### config.mk
export PLATFORM = sky130hd
export DESIGN_NAME = adder_share_arbiter_flat
export DESIGN_NICKNAME = d
export VERILOG_FILES = /design/src/rtl/adder_share_pkg.sv /design/src/rtl/adder_share_arbiter_if.sv /design/src/rtl/adder_share_arbiter_csa.sv /design/src/rtl/adder_share_arbiter.sv /design/src/flat_wrapper.sv
export SDC_FILE = /design/constraint.sdc
export NUM_CORES = 1
export LEC_CHECK = 0
export ABC_AREA = 1
export BUFFER_PORTS_ARGS = -buffer_cell sky130_fd_sc_hd__buf_2
export CELL_PAD_IN_SITES_DETAIL_PLACEMENT = 0
export CELL_PAD_IN_SITES_GLOBAL_PLACEMENT = 1
export CORE_ASPECT_RATIO = 2
export CORE_UTILIZATION = 36
export DETAILED_ROUTE_END_ITERATION = 6
export PLACE_DENSITY_LB_ADDON = 0.1
export SKIP_CTS_REPAIR_TIMING = 1
export SYNTH_ARGS = -nofsm -noshare
export SYNTH_HDL_FRONTEND = slang
export SYNTH_HIERARCHICAL = 1
export SYNTH_SLANG_ARGS = --single-unit
### constraint.sdc
create_clock -name clk -period 2.9 [get_ports clk]
set_input_delay 0.58 -clock clk [delete_from_list [all_inputs] [get_ports clk]]
set_output_delay 0.58 -clock clk [all_outputs]
set_load 0.02 [all_outputs]
### src/rtl/adder_share_pkg.sv
// Shared definitions for the adder-sharing arbiter.
//   DATA_W  : operand / result width of the shared adder
//   MAX_REQ : widest requester vector the priority encoder handles
//   state_e : arbiter FSM states
//   pick_t  : result of the rotating priority search (found flag + index)
//   rr_pick : rotating priority encoder used for round-robin granting
package adder_share_pkg;

   localparam int DATA_W  = 16;
   localparam int MAX_REQ = 8;

   typedef enum logic [1:0] {
      IDLE = 2'd0,
      EXEC = 2'd1,
      RESP = 2'd2
   } state_e;

   typedef struct packed {
      logic       found;
      logic [2:0] idx;
   } pick_t;

   // Search valid[ptr], valid[ptr+1], ... (mod n) and return the first set bit.
   function automatic pick_t rr_pick(input logic [MAX_REQ-1:0] valid,
                                     input logic [2:0]         ptr,
                                     input int                 n);
      pick_t res;
      int    cand;
      res = '0;
      for (int k = 0; k < MAX_REQ; k++) begin
         cand = (int'(ptr) + k) % n;
         if ((k < n) && !res.found && valid[cand[2:0]]) begin
            res.found = 1'b1;
            res.idx   = cand[2:0];
         end else begin
            res = res;
         end
      end
      return res;
   endfunction

endpackage

### src/rtl/adder_share_arbiter_if.sv
// Request/response bus between the client engines and the adder arbiter.
//   req_valid/req_ready : per-requester handshake (one-hot ready)
//   req_a/req_b         : packed operands, requester i in [DATA_W*i +: DATA_W]
//   req_cin             : per-requester carry-in
//   rsp_valid/rsp_ready : result handshake
//   rsp_id/sum/cout     : result tagged with owning requester
//   busy                : an operation is in flight
// master = requester side, slave = arbiter side.
interface adder_share_arbiter_if #(
   parameter int NUM_REQ = 4,
   parameter int ID_W    = 2
);
   import adder_share_pkg::*;

   logic [NUM_REQ-1:0]        req_valid;
   logic [NUM_REQ-1:0]        req_ready;
   logic [NUM_REQ*DATA_W-1:0] req_a;
   logic [NUM_REQ*DATA_W-1:0] req_b;
   logic [NUM_REQ-1:0]        req_cin;
   logic                      rsp_valid;
   logic                      rsp_ready;
   logic [ID_W-1:0]           rsp_id;
   logic [DATA_W-1:0]         rsp_sum;
   logic                      rsp_cout;
   logic                      busy;

   modport master (
      output req_valid, req_a, req_b, req_cin, rsp_ready,
      input  req_ready, rsp_valid, rsp_id, rsp_sum, rsp_cout, busy
   );

   modport slave (
      input  req_valid, req_a, req_b, req_cin, rsp_ready,
      output req_ready, rsp_valid, rsp_id, rsp_sum, rsp_cout, busy
   );

endinterface

### src/rtl/adder_share_arbiter_csa.sv
// 16-bit carry-select adder: four 4-bit blocks, each precomputing the sum
// for carry-in 0 and 1 and picking one with the incoming block carry.
//   a_i, b_i : operands
//   cin_i    : carry-in
//   sum_o    : (a+b+cin) mod 2^16
//   cout_o   : carry out of bit 15
module CarrySelectAdder16Bit (
   input  logic [15:0] a_i,
   input  logic [15:0] b_i,
   input  logic        cin_i,
   output logic [15:0] sum_o,
   output logic        cout_o
);

   logic [4:0] carry_s;

   assign carry_s[0] = cin_i;

   for (genvar g = 0; g < 4; g++) begin : g_blk
      logic [4:0] sum0_s;
      logic [4:0] sum1_s;

      // Both candidate block sums are formed before the block carry is known.
      assign sum0_s = {1'b0, a_i[4*g +: 4]} + {1'b0, b_i[4*g +: 4]};
      assign sum1_s = {1'b0, a_i[4*g +: 4]} + {1'b0, b_i[4*g +: 4]} + 5'd1;

      assign sum_o[4*g +: 4] = carry_s[g] ? sum1_s[3:0] : sum0_s[3:0];
      assign carry_s[g+1]    = carry_s[g] ? sum1_s[4]   : sum0_s[4];
   end

   assign cout_o = carry_s[4];

endmodule

### src/rtl/adder_share_arbiter.sv
// Round-robin arbiter sharing one CarrySelectAdder16Bit among NUM_REQ requesters.
// IDLE grants one requester and latches its operands, EXEC lets the adder
// settle for a full cycle, RESP holds the tagged result until accepted.
//   clk, rst_n : clock, asynchronous active-low reset
//   bus        : request/response bus (slave modport), see adder_share_arbiter_if
module adder_share_arbiter
   import adder_share_pkg::*;
#(
   parameter int NUM_REQ = 4,
   parameter int ID_W    = 2
) (
   input  logic                 clk,
   input  logic                 rst_n,
   adder_share_arbiter_if.slave bus
);

   state_e             state_q;
   logic [ID_W-1:0]    rr_ptr_q;
   logic [ID_W-1:0]    rr_ptr_d;
   logic [ID_W-1:0]    win_id_s;
   logic [ID_W-1:0]    op_id_q;
   logic [DATA_W-1:0]  op_a_q;
   logic [DATA_W-1:0]  op_b_q;
   logic               op_cin_q;
   logic [DATA_W-1:0]  sel_a_s;
   logic [DATA_W-1:0]  sel_b_s;
   logic               sel_cin_s;
   logic [DATA_W-1:0]  add_sum_s;
   logic               add_cout_s;
   logic [MAX_REQ-1:0] valid_ext_s;
   pick_t              pick_s;
   logic [NUM_REQ-1:0] grant_s;
   logic               rsp_valid_q;
   logic [ID_W-1:0]    rsp_id_q;
   logic [DATA_W-1:0]  rsp_sum_q;
   logic               rsp_cout_q;
   logic               busy_q;

   // Round-robin winner search, grant vector and winner operand mux.
   always_comb begin
      valid_ext_s                = '0;
      valid_ext_s[NUM_REQ-1:0]   = bus.req_valid;
      pick_s                     = rr_pick(valid_ext_s, 3'(rr_ptr_q), NUM_REQ);
      win_id_s                   = pick_s.idx[ID_W-1:0];
      grant_s                    = '0;
      sel_a_s                    = '0;
      sel_b_s                    = '0;
      sel_cin_s                  = 1'b0;
      // AND-OR mux: non-winning slices (possibly X) are masked to zero.
      for (int i = 0; i < NUM_REQ; i++) begin
         grant_s[i] = (state_q == IDLE) && rst_n && pick_s.found && (pick_s.idx == 3'(i));
         sel_a_s    = sel_a_s | ({DATA_W{pick_s.idx == 3'(i)}} & bus.req_a[DATA_W*i +: DATA_W]);
         sel_b_s    = sel_b_s | ({DATA_W{pick_s.idx == 3'(i)}} & bus.req_b[DATA_W*i +: DATA_W]);
         sel_cin_s  = sel_cin_s | ((pick_s.idx == 3'(i)) & bus.req_cin[i]);
      end
      rr_ptr_d = (pick_s.idx == 3'(NUM_REQ-1)) ? '0 : win_id_s + ID_W'(1);
   end

   CarrySelectAdder16Bit u_csa (
      .a_i    (op_a_q),
      .b_i    (op_b_q),
      .cin_i  (op_cin_q),
      .sum_o  (add_sum_s),
      .cout_o (add_cout_s)
   );

   // Arbiter FSM with operand, pointer and response registers.
   always_ff @(posedge clk or negedge rst_n) begin
      if (!rst_n) begin
         state_q     <= IDLE;
         rr_ptr_q    <= '0;
         op_id_q     <= '0;
         op_a_q      <= '0;
         op_b_q      <= '0;
         op_cin_q    <= 1'b0;
         rsp_valid_q <= 1'b0;
         rsp_id_q    <= '0;
         rsp_sum_q   <= '0;
         rsp_cout_q  <= 1'b0;
         busy_q      <= 1'b0;
      end else begin
         case (state_q)
            IDLE: begin
               if (pick_s.found) begin
                  op_a_q   <= sel_a_s;
                  op_b_q   <= sel_b_s;
                  op_cin_q <= sel_cin_s;
                  op_id_q  <= win_id_s;
                  rr_ptr_q <= rr_ptr_d;
                  busy_q   <= 1'b1;
                  state_q  <= EXEC;
               end else begin
                  state_q  <= IDLE;
               end
            end
            EXEC: begin
               rsp_sum_q   <= add_sum_s;
               rsp_cout_q  <= add_cout_s;
               rsp_id_q    <= op_id_q;
               rsp_valid_q <= 1'b1;
               state_q     <= RESP;
            end
            RESP: begin
               // New grants wait for the following IDLE cycle.
               if (bus.rsp_ready) begin
                  rsp_valid_q <= 1'b0;
                  busy_q      <= 1'b0;
                  state_q     <= IDLE;
               end else begin
                  state_q     <= RESP;
               end
            end
            default: begin
               rsp_valid_q <= 1'b0;
               busy_q      <= 1'b0;
               state_q     <= IDLE;
            end
         endcase
      end
   end

   assign bus.req_ready = grant_s;
   assign bus.rsp_valid = rsp_valid_q;
   assign bus.rsp_id    = rsp_id_q;
   assign bus.rsp_sum   = rsp_sum_q;
   assign bus.rsp_cout  = rsp_cout_q;
   assign bus.busy      = busy_q;

endmodule

### src/flat_wrapper.sv
// flat-port wrapper written by rule: the top's interface ports become plain ports
module adder_share_arbiter_flat import adder_share_pkg::*;
#(
   parameter int NUM_REQ = 4,
   parameter int ID_W    = 2
)
  (clk, rst_n, bus_req_valid, bus_req_a, bus_req_b, bus_req_cin, bus_rsp_ready, bus_req_ready, bus_rsp_valid, bus_rsp_id, bus_rsp_sum, bus_rsp_cout, bus_busy);
  adder_share_arbiter_if #(.NUM_REQ(NUM_REQ), .ID_W(ID_W)) bus_i ();
  input  logic clk;
  input  logic rst_n;
  input wire logic [$bits(bus_i.req_valid)-1:0] bus_req_valid;
  input wire logic [$bits(bus_i.req_a)-1:0] bus_req_a;
  input wire logic [$bits(bus_i.req_b)-1:0] bus_req_b;
  input wire logic [$bits(bus_i.req_cin)-1:0] bus_req_cin;
  input wire logic [$bits(bus_i.rsp_ready)-1:0] bus_rsp_ready;
  output wire logic [$bits(bus_i.req_ready)-1:0] bus_req_ready;
  output wire logic [$bits(bus_i.rsp_valid)-1:0] bus_rsp_valid;
  output wire logic [$bits(bus_i.rsp_id)-1:0] bus_rsp_id;
  output wire logic [$bits(bus_i.rsp_sum)-1:0] bus_rsp_sum;
  output wire logic [$bits(bus_i.rsp_cout)-1:0] bus_rsp_cout;
  output wire logic [$bits(bus_i.busy)-1:0] bus_busy;
  assign bus_i.req_valid = bus_req_valid;
  assign bus_i.req_a = bus_req_a;
  assign bus_i.req_b = bus_req_b;
  assign bus_i.req_cin = bus_req_cin;
  assign bus_i.rsp_ready = bus_rsp_ready;
  assign bus_req_ready = bus_i.req_ready;
  assign bus_rsp_valid = bus_i.rsp_valid;
  assign bus_rsp_id = bus_i.rsp_id;
  assign bus_rsp_sum = bus_i.rsp_sum;
  assign bus_rsp_cout = bus_i.rsp_cout;
  assign bus_busy = bus_i.busy;
  adder_share_arbiter #(.NUM_REQ(NUM_REQ), .ID_W(ID_W)) u_core (.clk(clk), .rst_n(rst_n), .bus(bus_i));
endmodule
Word level (Yosys, flattened, before mapping)
Cells that the tools add are included.
{"block": "word_totals", "output_inout_bits": 25, "ff_bits": 60, "inputBits": 139, "word_cells": 108}
{"block": "classes", "n_lt_le_gt_ge": 4, "n_addsub": 12, "mux": 28, "n_eq_ne": 7, "n_reduce_logical": 20, "bitwise_logic": 26}
{"operator": "$and 16x16->16", "count": 8}
{"operator": "$or 16x16->16", "count": 6}
{"operator": "$mux 4", "count": 8}
{"operator": "$add 4x4->5", "count": 4}
{"operator": "$add 5x1->5 const B", "count": 4}
{"operator": "$lt 3x4->1 const B", "count": 3}
{"operator": "$mux 1", "count": 11}
{"operator": "$bmux 1 s3", "count": 3}
{"operator": "$logic_and 1x1->1", "count": 9}
{"operator": "$eq 3x2->1 const B", "count": 2}
{"operator": "$pmux 1 s3", "count": 2}
{"operator": "$pmux 2 s3", "count": 1}
{"operator": "$reduce_or 2->1", "count": 3}
{"operator": "$add 2x1->2 const B", "count": 2}
{"operator": "$add 2x2->2 const B", "count": 2}
{"operator": "$and 1x1->1", "count": 4}
{"operator": "$lt 2x4->1 const B", "count": 1}
{"operator": "$mux 2", "count": 2}
{"operator": "$reduce_and 2->1", "count": 2}
{"operator": "$and 1x1->1 const A", "count": 3}
{"operator": "$eq 3x1->1 const B", "count": 1}
{"operator": "$logic_not 1->1", "count": 3}
{"operator": "$logic_not 3->1", "count": 1}
{"operator": "$or 1x1->1", "count": 3}
{"operator": "other kinds (8)", "count": 9}

Depth between registers and ports, before layout
Gate-level depths: netlist of run 1.
{"block": "logic_depth", "depth_word": 18, "ltp_mapped": 17, "mapped_depth_nobuf": 16}

Modules after synthesis
Netlist of run 1, hierarchy kept.
{"module": "adder_share_arbiter", "instances": 1, "area_per_inst_um2": 3414.5, "cells_each": 396, "seq_area_each_um2": 1501.4}
{"module": "CarrySelectAdder16Bit", "instances": 1, "area_per_inst_um2": 1027.2, "cells_each": 159, "seq_area_each_um2": 0.0}

Worst setup path after synthesis of run 1
Ideal clock, no wire load.
{"block": "synth_timing", "path_kind": "input to output", "start": "in bus_req_valid[0]", "end": "out bus_req_ready[1]", "t_required_ns": 2.320, "slack_ns": 0.013, "cell_stages": 14, "t_arrival_ns": 2.307, "path_buffers": 2, "cell_sequence": "inv_1 nand2_1 nand3_2 nand2_2 nor2_4 nand3_1 nand2_1 nand2_1 inv_1 ha_1 clkbuf_1 clkbuf_1 inv_1 nor2_1"}
{"item": "start: declaration", "line_no": "flat_wrapper.sv:11", "source": "input wire logic [$bits(bus_i.req_valid)-1:0] bus_req_valid;"}
{"item": "end: declaration", "line_no": "flat_wrapper.sv:16", "source": "output wire logic [$bits(bus_i.req_ready)-1:0] bus_req_ready;"}

Worst setup path in the final report of run 1
{"block": "layout_timing", "start": "reg u_core.rr_ptr_q[0]", "end": "out bus_req_ready[0]"}
{"block": "layout_via", "elab_chain_len": 15, "word_cells_on_any_way": 30, "classes_between": "3 x add/sub; 12 x mux; 3 x bitwise; 12 x reduce/logical"}
{"item": "start: declaration", "line_no": "adder_share_arbiter.sv:18", "source": "logic [ID_W-1:0] rr_ptr_q;"}
{"item": "start signal: assignment", "line_no": "adder_share_arbiter.sv:89", "source": "rr_ptr_q <= rr_ptr_d;"}
{"item": "$add 2x1->2", "line_no": "adder_share_pkg.sv:31", "source": "cand = (int'(ptr) + k) % n;"}
{"item": "$reduce_or 2->1 (no line)"}
{"item": "$and 1x1->1 (no line)"}
{"item": "$bmux 1 s3", "line_no": "adder_share_pkg.sv:32", "source": "if ((k < n) && !res.found && valid[cand[2:0]]) begin"}
{"item": "$mux 1 (implied by the code)", "line_no": "adder_share_pkg.sv:32"}
{"item": "$logic_and 1x1->1", "line_no": "adder_share_pkg.sv:32"}
{"item": "$mux 4", "line_no": "adder_share_pkg.sv:32"}
{"item": "$logic_not 1->1", "line_no": "adder_share_pkg.sv:32"}
{"item": "$logic_and 1x1->1", "line_no": "adder_share_pkg.sv:32"}
{"item": "$mux 4", "line_no": "adder_share_pkg.sv:32"}
{"item": "$logic_not 1->1", "line_no": "adder_share_pkg.sv:32"}
{"item": "$logic_and 1x1->1", "line_no": "adder_share_pkg.sv:32"}
{"item": "$mux 4 (*)", "line_no": "adder_share_pkg.sv:32"}
{"item": "$logic_not 3->1 / $logic_and 1x1->1 (equally long branches)", "line_no": "adder_share_arbiter.sv:51", "source": "grant_s[i] = (state_q == IDLE) && rst_n && pick_s.found && (pick_s.idx == 3'(i));"}
{"item": "$logic_and 1x1->1 (*)", "line_no": "adder_share_arbiter.sv:51"}
Mark *: on every way between the ends. The rest lies on a longest branch, timed or not. The select of a mux whose other input is x is not followed.

==> metrics, run 1 <==
top-level port count=164; skew final=0.00706 ns; flip-flop and latch area=1500 um^2; Row Count=57; share of flip-flops with an asynchronous set or reset after synthesis=100%; sequential share of the synthesized area=about a third; total number of vias=4249; cell at the slowest stage of the critical path=sky130_fd_sc_hd__dfrtp_2; max-slew violation total from the final report=0; remaining antenna violation count after routing=0; biggest area contributors in the synthesized netlist=sky130_fd_sc_hd__dfrtp_1 34%, sky130_fd_sc_hd__nand2_1 18%, sky130_fd_sc_hd__ha_1 6.8%, sky130_fd_sc_hd__a221oi_1 6.5%, sky130_fd_sc_hd__o21ai_2 6.1%; remaining max-slew budget at the tightest pin=43.7%; critical path required time=approximately 2.3 ns; type of element capturing the critical path=output pin; placed cell count=851; area of the die=12800 um^2; flip-flop and latch count after synthesis=60; worst reg2reg path startpoint=u_core/rr_ptr_q[0]$_DFFE_PN0P_; wire length of the first global-routing pass=20100 um; Min-Delay Startpoint=u_core/bus.busy$_DFFE_PN0P_; cell depth of the worst min-delay path=2; timing-limited maximum frequency=356 MHz; Final setup viols=0; layout overhead on the synthesized area=33.8%; worst slew pin tran=between 0.8 and 0.9 ns; most area-hungry cell type in the Yosys netlist=sky130_fd_sc_hd__dfrtp_1; RSZ-0062 raised after global routing=true; critical path buffer and inverter count=4; Hold Path Class=flip-flop to flip-flop; final net count=893; average wire length per cell after detail routing=14.1 um; Syn Area/Cell=8.00 um^2; gp weighted congestion=0.828; number of inserted diodes=0; number of DRC violations after detailed routing=0; delay of the slowest cell on the worst path=0.43 ns; Place WS=roughly 0.014 ns; cells after synthesis=555; Tmin final=2.81 ns; via count of the first global-routing pass=4291; count of fill cells added during filler insertion=1239; worst reg-to-reg setup slack=0.19 ns; CTS buffer count=9; GRT Residual Overflow=0; buffer cell driving the clock tree root=sky130_fd_sc_hd__clkbuf_16; initial core utilization=36.9%; clock latency at the later pin of the worst-skew pair=0.33 ns; critical path launch point type=flip-flop; Post-synth EDFFs=0; Iter 0 DRT Violations=153; Routed Wire Length=~12000 um; maximum number of pins on one net before global-route repair=72; post-DP HPWL=9740 um; CP max FO=6; number of antenna violations at the first check in global routing=0; Final Non-Filler Cells=876; R2R cell count=15; worst-path cell chain=buf_2 > nand2_1 > nand3_2 > a31oi_1 > nand3_4 > nand2_4 > ha_4 > buf_6 > inv_4 > nor2_4 > buf_6; final worst-path cycle share=96.9%; Syn Nets=722; level count of the clock H-tree=3; clock-pin slew on the worst setup and hold paths=roughly 0.050 ns; Die Y-Extent=about 160 um; proportion of netlist area held by the largest area contributor=between 30% and 40%; data arrival time of the critical path=2.23 ns; number of warning messages in the yosys log=6; number of buffers on the longest clock path=2; crit-path leading delay family=simple AND/OR/NAND/NOR gates; hold violation total from the final report=0; number of port buffers=163; first-pass iteration count of the detailed router=4; floorplan core area=12100 um^2; commonest register cell after synthesis=sky130_fd_sc_hd__dfrtp_1; die width=80.5 um; layout cells sized above 1=42.0%; Vias/cell=slightly below 5; final worst setup slack=0.0908 ns; hold-critical path endpoint=u_core/bus.busy$_DFFE_PN0P_; cell repeated most along the worst path=sky130_fd_sc_hd__buf_6; Cell Area, Synth=4440 um^2; clock tree sinks=60; total area of multi-input combinational cells=2760 um^2; TritonCTS clock tree=yes; Synth cell types=35; GRT Total Usage=20.5%; critical path start-end classification=flip-flop to output pin; run status=finished clean; MaxCap Viol Count=0; Crit Reg-Reg Endpoint=u_core/op_a_q[9]$_DFFE_PN0P_
## routing by layer
metal	track usage, %	share of wire (%)	vias up
li1	-	-	2187
met1	23.5	40	1925
met2	36.6	54	120
met3	3.55	3.7	17
met4	7.63	2.1	0
met5	0	0	-
## synth_stat cells, types with 2 or more instances
cell type,number
sky130_fd_sc_hd__a21oi_1,5
sky130_fd_sc_hd__a221oi_1,33
sky130_fd_sc_hd__a31oi_1,2
sky130_fd_sc_hd__buf_12,2
sky130_fd_sc_hd__buf_6,4
sky130_fd_sc_hd__clkbuf_1,18
sky130_fd_sc_hd__dfrtp_1,60
sky130_fd_sc_hd__fa_1,4
sky130_fd_sc_hd__ha_1,24
sky130_fd_sc_hd__inv_1,42
sky130_fd_sc_hd__inv_2,3
sky130_fd_sc_hd__mux2_2,20
sky130_fd_sc_hd__nand2_1,209
sky130_fd_sc_hd__nand2_2,8
sky130_fd_sc_hd__nand2_4,5
sky130_fd_sc_hd__nand3_1,28
sky130_fd_sc_hd__nand3_2,5
sky130_fd_sc_hd__nand4_1,2
sky130_fd_sc_hd__nor2_1,15
sky130_fd_sc_hd__nor3_1,2
sky130_fd_sc_hd__o21ai_0,4
sky130_fd_sc_hd__o21ai_1,5
sky130_fd_sc_hd__o21ai_2,31
sky130_fd_sc_hd__xnor2_1,5
sky130_fd_sc_hd__xor2_1,9
## how the worst max path moves through the flow
stage	startpoint	to	slack (ns)	depth (start not counted)
floorplan	bus_req_valid[0]	bus_req_ready[1]	0.01	14
global placement	bus_req_valid[1]	u_core/op_a_q[8]$_DFFE_PN0P_	0.01	12
detailed placement	bus_req_valid[1]	u_core/op_a_q[8]$_DFFE_PN0P_	0.01	14
CTS	u_core/rr_ptr_q[0]$_DFFE_PN0P_	bus_req_ready[0]	-0.06	11
global route	u_core/rr_ptr_q[0]$_DFFE_PN0P_	bus_req_ready[1]	-0.03	14
finish	u_core/rr_ptr_q[0]$_DFFE_PN0P_	bus_req_ready[0]	0.09	11
## worst register-to-register path, stage by stage (launching register included)
cell and delay, ns:
sky130_fd_sc_hd__dfrtp_2 0.43, sky130_fd_sc_hd__buf_2 0.17, sky130_fd_sc_hd__nand2_1 0.11, sky130_fd_sc_hd__nand3_2 0.11, sky130_fd_sc_hd__a31oi_1 0.33, sky130_fd_sc_hd__nand3_4 0.13, sky130_fd_sc_hd__nand2_4 0.14, sky130_fd_sc_hd__inv_4 0.06
sky130_fd_sc_hd__ha_4 0.16, sky130_fd_sc_hd__buf_4 0.13, sky130_fd_sc_hd__buf_12 0.15, sky130_fd_sc_hd__nand2_1 0.06, sky130_fd_sc_hd__nand2_1 0.05, sky130_fd_sc_hd__a221oi_1 0.32, sky130_fd_sc_hd__buf_4 0.19, sky130_fd_sc_hd__o21ai_2 0.05
## final cells by class
type	count	share of cell area [%]
Sequential cell	60	25.3
Inverter	45	2.97
Clock buffer	12	4.48
Tap cell	147	3.09
Multi-Input combinational cell	424	46.3
Timing Repair Buffer	186	17.6
Clock inverter	2	0.168
## cells by family (layout without fill, tap and decap cells)
| kind of cell | count (synthesis) | count (layout) | share of synthesized area [%] |
|---|---|---|---|
| AOI/OAI and AO/OA | 83 | 83 | 15.0 |
| xor gates and xnor gates | 14 | 14 | 2.76 |
| adders and majority gates | 28 | 28 | 8.56 |
| buffers and inverters | 71 | 245 | 7.75 |
| DFF | 60 | 60 | 33.8 |
| muxes | 20 | 20 | 5.07 |
| and+or+nand+nor | 279 | 279 | 27.1 |
## state kept, by name, summed over array words and instances, names as in the netlist, 2 cells and up
signal / cells
u_core/op_a_q: 16
u_core/bus.rsp_sum: 16
u_core/op_b_q: 16
u_core/bus.rsp_id: 2
u_core/state_q: 2
u_core/rr_ptr_q: 2
u_core/op_id_q: 2
## through the flow
stage	utilization (%)	hold slack, ns	TNS (ns)	cell area [um^2]
after floorplan	-	0.284	0	4440
after global placement	44.8	0.452	0	5390
after detailed placement	44.8	0.462	0	5390
after CTS	47.0	0.476	-0.209	5670
after global routing	49.3	0.506	-0.103	5940
final	49.3	0.471	0	5940
## cells in the final DEF, fill, tap and decap left out, types with 13 or more instances in the layout
| cell | instances |
|---|---|
| sky130_fd_sc_hd__o21ai_2 | 32 |
| sky130_fd_sc_hd__mux2_2 | 20 |
| sky130_fd_sc_hd__nor2_1 | 13 |
| sky130_fd_sc_hd__buf_2 | 160 |
| sky130_fd_sc_hd__nand3_1 | 25 |
| sky130_fd_sc_hd__dfrtp_1 | 58 |
| sky130_fd_sc_hd__nand2_1 | 196 |
| sky130_fd_sc_hd__a221oi_1 | 33 |
| sky130_fd_sc_hd__nand2_4 | 13 |
| sky130_fd_sc_hd__nand2_2 | 13 |
| sky130_fd_sc_hd__ha_1 | 20 |
| sky130_fd_sc_hd__inv_1 | 36 |
| sky130_fd_sc_hd__buf_4 | 19 |
Power of run 1 is not shown: default switching activity piles up to over one toggle a cycle in this logic, so the estimate is an artifact.
==> inputs of run 2 (changes only) <==
--- a/config.mk
+++ b/config.mk
@@ -7,14 +7,14 @@
 export LEC_CHECK = 0
 export ABC_AREA = 1
 export BUFFER_PORTS_ARGS = -buffer_cell sky130_fd_sc_hd__buf_2
+export CAP_MARGIN = 0
 export CELL_PAD_IN_SITES_DETAIL_PLACEMENT = 0
 export CELL_PAD_IN_SITES_GLOBAL_PLACEMENT = 1
 export CORE_ASPECT_RATIO = 2
-export CORE_UTILIZATION = 36
+export CORE_UTILIZATION = 35
 export DETAILED_ROUTE_END_ITERATION = 6
 export PLACE_DENSITY_LB_ADDON = 0.1
 export SKIP_CTS_REPAIR_TIMING = 1
 export SYNTH_ARGS = -nofsm -noshare
 export SYNTH_HDL_FRONTEND = slang
-export SYNTH_HIERARCHICAL = 1
 export SYNTH_SLANG_ARGS = --single-unit
==> run 2 against run 1 <==
The flow now finishes with violations (setup timing). Sequential share of layout area is essentially flat. Worst hold slack lost 0.026 ns. Register-to-register slack lost 0.11 ns. Largest cell class unchanged.
==> metrics, run 2 <==
run status=finished with violations; violated checks=setup timing; layout overhead on the synthesized area=40.4%; most frequent standard cell in the layout excluding fill and tap cells=sky130_fd_sc_hd__nand2_1; most common cell in the synthesized netlist=sky130_fd_sc_hd__nand2_1; commonest register cell after synthesis=sky130_fd_sc_hd__dfrtp_1; biggest area contributors in the synthesized netlist=sky130_fd_sc_hd__dfrtp_1 35%, sky130_fd_sc_hd__nand2_1 20%, sky130_fd_sc_hd__ha_1 7.1%, sky130_fd_sc_hd__a221oi_1 6.8%, sky130_fd_sc_hd__o21ai_0 4.3%; CP max FO=6 (unchanged); first-pass iteration count of the detailed router=4 (unchanged); max-slew violation total from the final report=0 (unchanged); via count of the first global-routing pass=4234 (-1.3%); total number of vias=4320 (+1.7%); RSZ-0062 raised after global routing=true; critical path launch point type=flip-flop; Syn Nets=734 (+1.7%); Cell Area, Synth=4230 um^2 (-4.7%); most area-hungry cell type in the Yosys netlist=sky130_fd_sc_hd__dfrtp_1; final worst setup slack=-0.0959 ns (-0.187 ns); timing-limited maximum frequency=334 MHz (-6.2%); worst slew pin tran=0.758 ns (-0.0873 ns); most frequent cells in the layout=219 x sky130_fd_sc_hd__nand2_1, 159 x sky130_fd_sc_hd__buf_2, 59 x sky130_fd_sc_hd__dfrtp_1; Syn Area/Cell=7.46 um^2 (-6.7%); area of the die=12600 um^2 (-2.0%); maximum number of pins on one net before global-route repair=70 (-2.8%); number of port buffers=163 (unchanged); number of buffers on the longest clock path=2 (unchanged); post-DP HPWL=9630 um (-1.1%); gp weighted congestion=0.886 (+7.0%); top-level port count=164 (unchanged); average wire length per cell after detail routing=13.8 um (-2.3%); Synth cell types=36 (+2.9%); list of most frequent post-synthesis cells=225 x sky130_fd_sc_hd__nand2_1, 60 x sky130_fd_sc_hd__dfrtp_1, 42 x sky130_fd_sc_hd__inv_1, 36 x sky130_fd_sc_hd__o21ai_0, 33 x sky130_fd_sc_hd__a221oi_1; TritonCTS clock tree=yes; wire length of the first global-routing pass=19600 um (-2.5%); Final setup viols=4 (+4); Die Y-Extent=158 um (-1.0%); final worst-path cycle share=103% (+6.4 points); cells after synthesis=567 (+2.2%); flip-flop and latch count after synthesis=60 (unchanged); skew final=0.00773 ns (+0.000670 ns); clock latency at the later pin of the worst-skew pair=0.33 ns (about the same); level count of the clock H-tree=3 (unchanged); remaining antenna violation count after routing=0 (unchanged); type of element capturing the critical path=output pin; initial core utilization=35.9% (-0.90 points); number of antenna violations at the first check in global routing=0 (unchanged); GRT Total Usage=20.3% (-0.20 points); critical path required time=2.32 ns (about the same); CTS buffer count=9 (unchanged); data arrival time of the critical path=2.42 ns (+0.19 ns); Row Count=56 (-1.8%); Post-synth EDFFs=0 (unchanged); Routed Wire Length=12300 um (-0.66%); buffer cell driving the clock tree root=sky130_fd_sc_hd__clkbuf_16; MaxCap Viol Count=0 (unchanged); floorplan core area=11800 um^2 (-2.3%); proportion of netlist area held by the largest area contributor=35.5% (+1.7 points); critical path start-end classification=flip-flop to output pin; WHS=0.445 ns (-0.0263 ns); hold violation total from the final report=0 (unchanged); number of DRC violations after detailed routing=0 (unchanged); die width=79.8 um (-0.99%); utilization after layout=50.5% (+1.1 points); Iter 0 DRT Violations=133 (-13%); share of flip-flops with an asynchronous set or reset after synthesis=100% (unchanged); clock-pin slew on the worst setup and hold paths=0.05 ns (about the same); remaining max-slew budget at the tightest pin=49.5% (+5.8 points); Hold Path Class=input pin to async pin; Vias/cell=4.85 (about the same); layout cells sized above 1=37.7% (-4.3 points); final net count=907 (+1.6%); Tmin final=3.00 ns (+0.187 ns); clock tree sinks=60 (unchanged); number of warning messages in the yosys log=0 (-6); sequential share of the synthesized area=35.5% (+1.7 points); GRT Residual Overflow=0 (unchanged)
run 2: stage by stage:
step / std cells / worst slack, ns / instance area (um^2) / TNS, ns
after global routing: 890 / -0.228 / 5940 / -1.45
after floorplan: 567 / 0.0125 / 4240 / 0
after detailed placement: 861 / -0.0814 / 5240 / -0.0973
final: 891 / -0.0959 / 5940 / -0.274
after CTS: 877 / -0.326 / 5550 / -1.17
after global placement: 861 / 0.0386 / 5240 / 0
run 2: path summary, 6_finish.rpt:
check                                                      start                           endpoint  slack (ns)  depth (start not counted)
worst max-delay path              u_core.rr_ptr_q[0]$_DFFE_PN0P_                   bus_req_ready[3]        -0.1                         14
worst min-delay path                                       rst_n        u_core.bus.busy$_DFFE_PN0P_        0.45                          2
worst max register to register    u_core.rr_ptr_q[0]$_DFFE_PN0P_      u_core.op_a_q[12]$_DFFE_PN0P_        0.08                         15
worst min register to register  u_core.bus.rsp_id[1]$_DFFE_PN0P_   u_core.bus.rsp_id[1]$_DFFE_PN0P_        0.47                          2
max in group asynchronous                                  rst_n  u_core.bus.rsp_sum[6]$_DFFE_PN0P_        1.91                          2
min in group clk                u_core.bus.rsp_id[1]$_DFFE_PN0P_   u_core.bus.rsp_id[1]$_DFFE_PN0P_        0.47                          2
run 2: cell type report:
cell class                 count  area (um^2)
tap                          145          181
multi-input combinational    435         2680
clock buffer                  12          256
sequential                    60         1500
antenna                        1         2.50
inverter                      45          174
clock inverter                 4         47.5
fill                        1208         5830
timing repair buffer         189         1100
run 2: cells by family after synthesis:
kind of cell / Yosys count / synth area share [%]
AOI/OAI and AO/OA: 100 / 16.3
muxes: 1 / 0.237
DFF: 60 / 35.5
and+or+nand+nor: 292 / 28.6
xor gates and xnor gates: 14 / 3.08
adders and majority gates: 28 / 8.99
buffers and inverters: 72 / 7.36
run 2: worst max-delay path, cell delays in order (launching register included):
cell,delay [ns]
sky130_fd_sc_hd__dfrtp_2,0.42
sky130_fd_sc_hd__buf_12,0.14
sky130_fd_sc_hd__xnor2_4,0.25
sky130_fd_sc_hd__nand2_2,0.10
sky130_fd_sc_hd__o21ai_4,0.08
sky130_fd_sc_hd__nand2_2,0.10
sky130_fd_sc_hd__nor2_4,0.17
sky130_fd_sc_hd__nand2_2,0.11
sky130_fd_sc_hd__nand2_2,0.12
sky130_fd_sc_hd__nand2_4,0.10
sky130_fd_sc_hd__inv_4,0.10
sky130_fd_sc_hd__ha_4,0.15
sky130_fd_sc_hd__inv_2,0.03
sky130_fd_sc_hd__nor2_2,0.09
sky130_fd_sc_hd__buf_6,0.12
run 2: metal layers:
metal / GRT usage, % / vias up / wire length, um
li1: - / 2220 / -
met3: 3.88 / 21 / 585
met1: 22.8 / 1938 / 4850
met5: 0 / - / 0
met2: 36.4 / 141 / 6530
met4: 8.59 / 0 / 293
Power of run 2 is left out for the same reason.
==> inputs of run 3 (changes only) <==
--- a/config.mk
+++ b/config.mk
@@ -7,14 +7,12 @@
 export LEC_CHECK = 0
 export ABC_AREA = 1
 export BUFFER_PORTS_ARGS = -buffer_cell sky130_fd_sc_hd__buf_2
-export CAP_MARGIN = 0
 export CELL_PAD_IN_SITES_DETAIL_PLACEMENT = 0
 export CELL_PAD_IN_SITES_GLOBAL_PLACEMENT = 1
 export CORE_ASPECT_RATIO = 2
 export CORE_UTILIZATION = 35
 export DETAILED_ROUTE_END_ITERATION = 6
 export PLACE_DENSITY_LB_ADDON = 0.1
-export SKIP_CTS_REPAIR_TIMING = 1
 export SYNTH_ARGS = -nofsm -noshare
 export SYNTH_HDL_FRONTEND = slang
 export SYNTH_SLANG_ARGS = --single-unit
==> run 3 against run 2 <==
Flip-flop and latch count unchanged. Via count decreased by 0.12%. Non-clock buffer count decreased by 1. Final area fell by 0.95%. The run still ends with setup timing left. Highest routed layer unchanged. Count of clock-buffer cells in the layout unchanged. Worst hold slack improved by 0.020 ns. Register-to-register slack better by 0.08 ns.
==> metrics, run 3 (synthesis results as in run 2) <==
Vias/cell=4.85 (about the same); Routed Wire Length=12300 um (+0.61%); layout cells sized above 1=36.8% (-0.89 points); remaining max-slew budget at the tightest pin=49.3% (-0.18 points); wire length of the first global-routing pass=20100 um (+2.8%); Final Non-Filler Cells=890 (-0.11%); floorplan core area=11800 um^2 (unchanged); GR met1 Demand/Resource=23.2% (+0.39 points); Die Y-Extent=158 um (unchanged); Tmin final=2.91 ns (-0.0893 ns); met2 demand-to-capacity share in global routing=38.0% (+1.6 points); area of the die=12600 um^2 (unchanged); MaxCap Viol Count=0 (unchanged); TritonCTS clock tree=yes; CP max FO=5 (-1); number of DRC violations after detailed routing=0 (unchanged); final worst-path cycle share=100% (-3.1 points); timing-limited maximum frequency=344 MHz (+3.1%); first-pass iteration count of the detailed router=4 (unchanged); type of element capturing the critical path=output pin; initial core utilization=35.9% (unchanged); Place WS=-0.0814 ns (unchanged); top-level port count=164 (unchanged); GRT Residual Overflow=0 (unchanged); data arrival time of the critical path=2.33 ns (-0.09 ns); clock-pin slew on the worst setup and hold paths=0.05 ns (about the same); level count of the clock H-tree=3 (unchanged); die width=79.8 um (unchanged); max-slew violation total from the final report=0 (unchanged); Final setup viols=3 (-1); maximum number of pins on one net before global-route repair=70 (unchanged); most frequent cells in the layout=217 x sky130_fd_sc_hd__nand2_1, 159 x sky130_fd_sc_hd__buf_2, 59 x sky130_fd_sc_hd__dfrtp_1; critical path launch point type=flip-flop; worst slew pin tran=0.761 ns (+0.00270 ns); skew final=0.00767 ns (-0.0000620 ns); WHS=0.465 ns (+0.0199 ns); GRT Total Usage=20.9% (+0.64 points); met3 Use GR=3.94% (+0.058 points); number of buffers on the longest clock path=2 (unchanged); violated checks=setup timing; hold buffer count at CTS=0; Hold Path Class=input pin to async pin; final worst setup slack=-0.00656 ns (+0.0893 ns); number of port buffers=163 (unchanged); CTS buffer count=9 (unchanged); Iter 0 DRT Violations=146 (+9.8%); clock latency at the later pin of the worst-skew pair=0.33 ns (about the same); critical path required time=2.32 ns (about the same); run status=finished with violations; GR peak layer=met2; gp weighted congestion=0.886 (unchanged); remaining antenna violation count after routing=0 (unchanged); Row Count=56 (unchanged); RSZ-0062 raised after global routing=true; layout overhead on the synthesized area=39.1%; via count of the first global-routing pass=4326 (+2.2%); buffer cell driving the clock tree root=sky130_fd_sc_hd__clkbuf_16; placed cell count=861 (unchanged); total number of vias=4315 (-0.12%); critical path start-end classification=flip-flop to output pin; final net count=906 (-0.11%); hold violation total from the final report=0 (unchanged); most frequent standard cell in the layout excluding fill and tap cells=sky130_fd_sc_hd__nand2_1; average wire length per cell after detail routing=13.9 um (+0.72%); clock tree sinks=60 (unchanged); post-DP HPWL=9630 um (unchanged); number of antenna violations at the first check in global routing=0 (unchanged)
run 3: timing repair:
action	4_1_cts	5_1_grt
buffers inserted	11	1
resized for setup	30	29
pin swaps	7	14
hold endpoints to repair	0	0
setup endpoints to repair	5	28
gates cloned	0	0
run 3: routing by layer:
layer | routed length [um] | vias up
li1 | - | 2216
met3 | 571 | 25
met1 | 4860 | 1935
met5 | 0 | -
met2 | 6550 | 139
met4 | 356 | 0
run 3: path summary, 6_finish.rpt:
| kind | cells past startpoint | endpoint | from | slack (ns) |
|---|---|---|---|---|
| max in group asynchronous | 2 | u_core.bus.rsp_sum[6]$_DFFE_PN0P_ | rst_n | 1.89 |
| setup / recovery | 14 | bus_req_ready[3] | u_core.rr_ptr_q[0]$_DFFE_PN0P_ | -0.007 |
| min in group clk | 2 | u_core.bus.rsp_id[1]$_DFFE_PN0P_ | u_core.bus.rsp_id[1]$_DFFE_PN0P_ | 0.46 |
| hold / removal | 2 | u_core.bus.busy$_DFFE_PN0P_ | rst_n | 0.46 |
| setup reg to reg | 16 | u_core.op_a_q[8]$_DFFE_PN0P_ | u_core.rr_ptr_q[0]$_DFFE_PN0P_ | 0.16 |
| hold reg to reg | 2 | u_core.bus.rsp_id[1]$_DFFE_PN0P_ | u_core.bus.rsp_id[1]$_DFFE_PN0P_ | 0.46 |
run 3: worst max-delay path: stages (launching register included):
cell and delay [ns]:
sky130_fd_sc_hd__dfrtp_2 0.47, sky130_fd_sc_hd__buf_6 0.17, sky130_fd_sc_hd__o21ai_4 0.17, sky130_fd_sc_hd__nand2_2 0.09, sky130_fd_sc_hd__o21ai_4 0.10, sky130_fd_sc_hd__nand2_4 0.09
sky130_fd_sc_hd__nor2_4 0.11, sky130_fd_sc_hd__nand2_2 0.09, sky130_fd_sc_hd__o2111ai_4 0.09, sky130_fd_sc_hd__nand2_4 0.12, sky130_fd_sc_hd__inv_4 0.10, sky130_fd_sc_hd__ha_4 0.14
sky130_fd_sc_hd__inv_2 0.03, sky130_fd_sc_hd__nor2_2 0.08, sky130_fd_sc_hd__buf_6 0.12
run 3: stage by stage:
stage	TNS [ns]	utilization [%]	instance area (um^2)
global route	-0.465	50.0	5880
detailed placement	-0.0973	44.5	5240
global placement	0	44.5	5240
floorplan	0	-	4240
finish	-0.0108	50.0	5880
CTS	0	48.7	5730
run 3: final cells by class:
type	count	area [um^2]
multi-input cells	435	2640
repair buffers	188	1080
well taps	145	181
clock buffers	12	256
diodes	1	2.50
flip-flops and latches	60	1500
inverters	45	174
fillers	1211	5890
clock inverters	4	47.5
Power of run 3 is left out for the same reason.
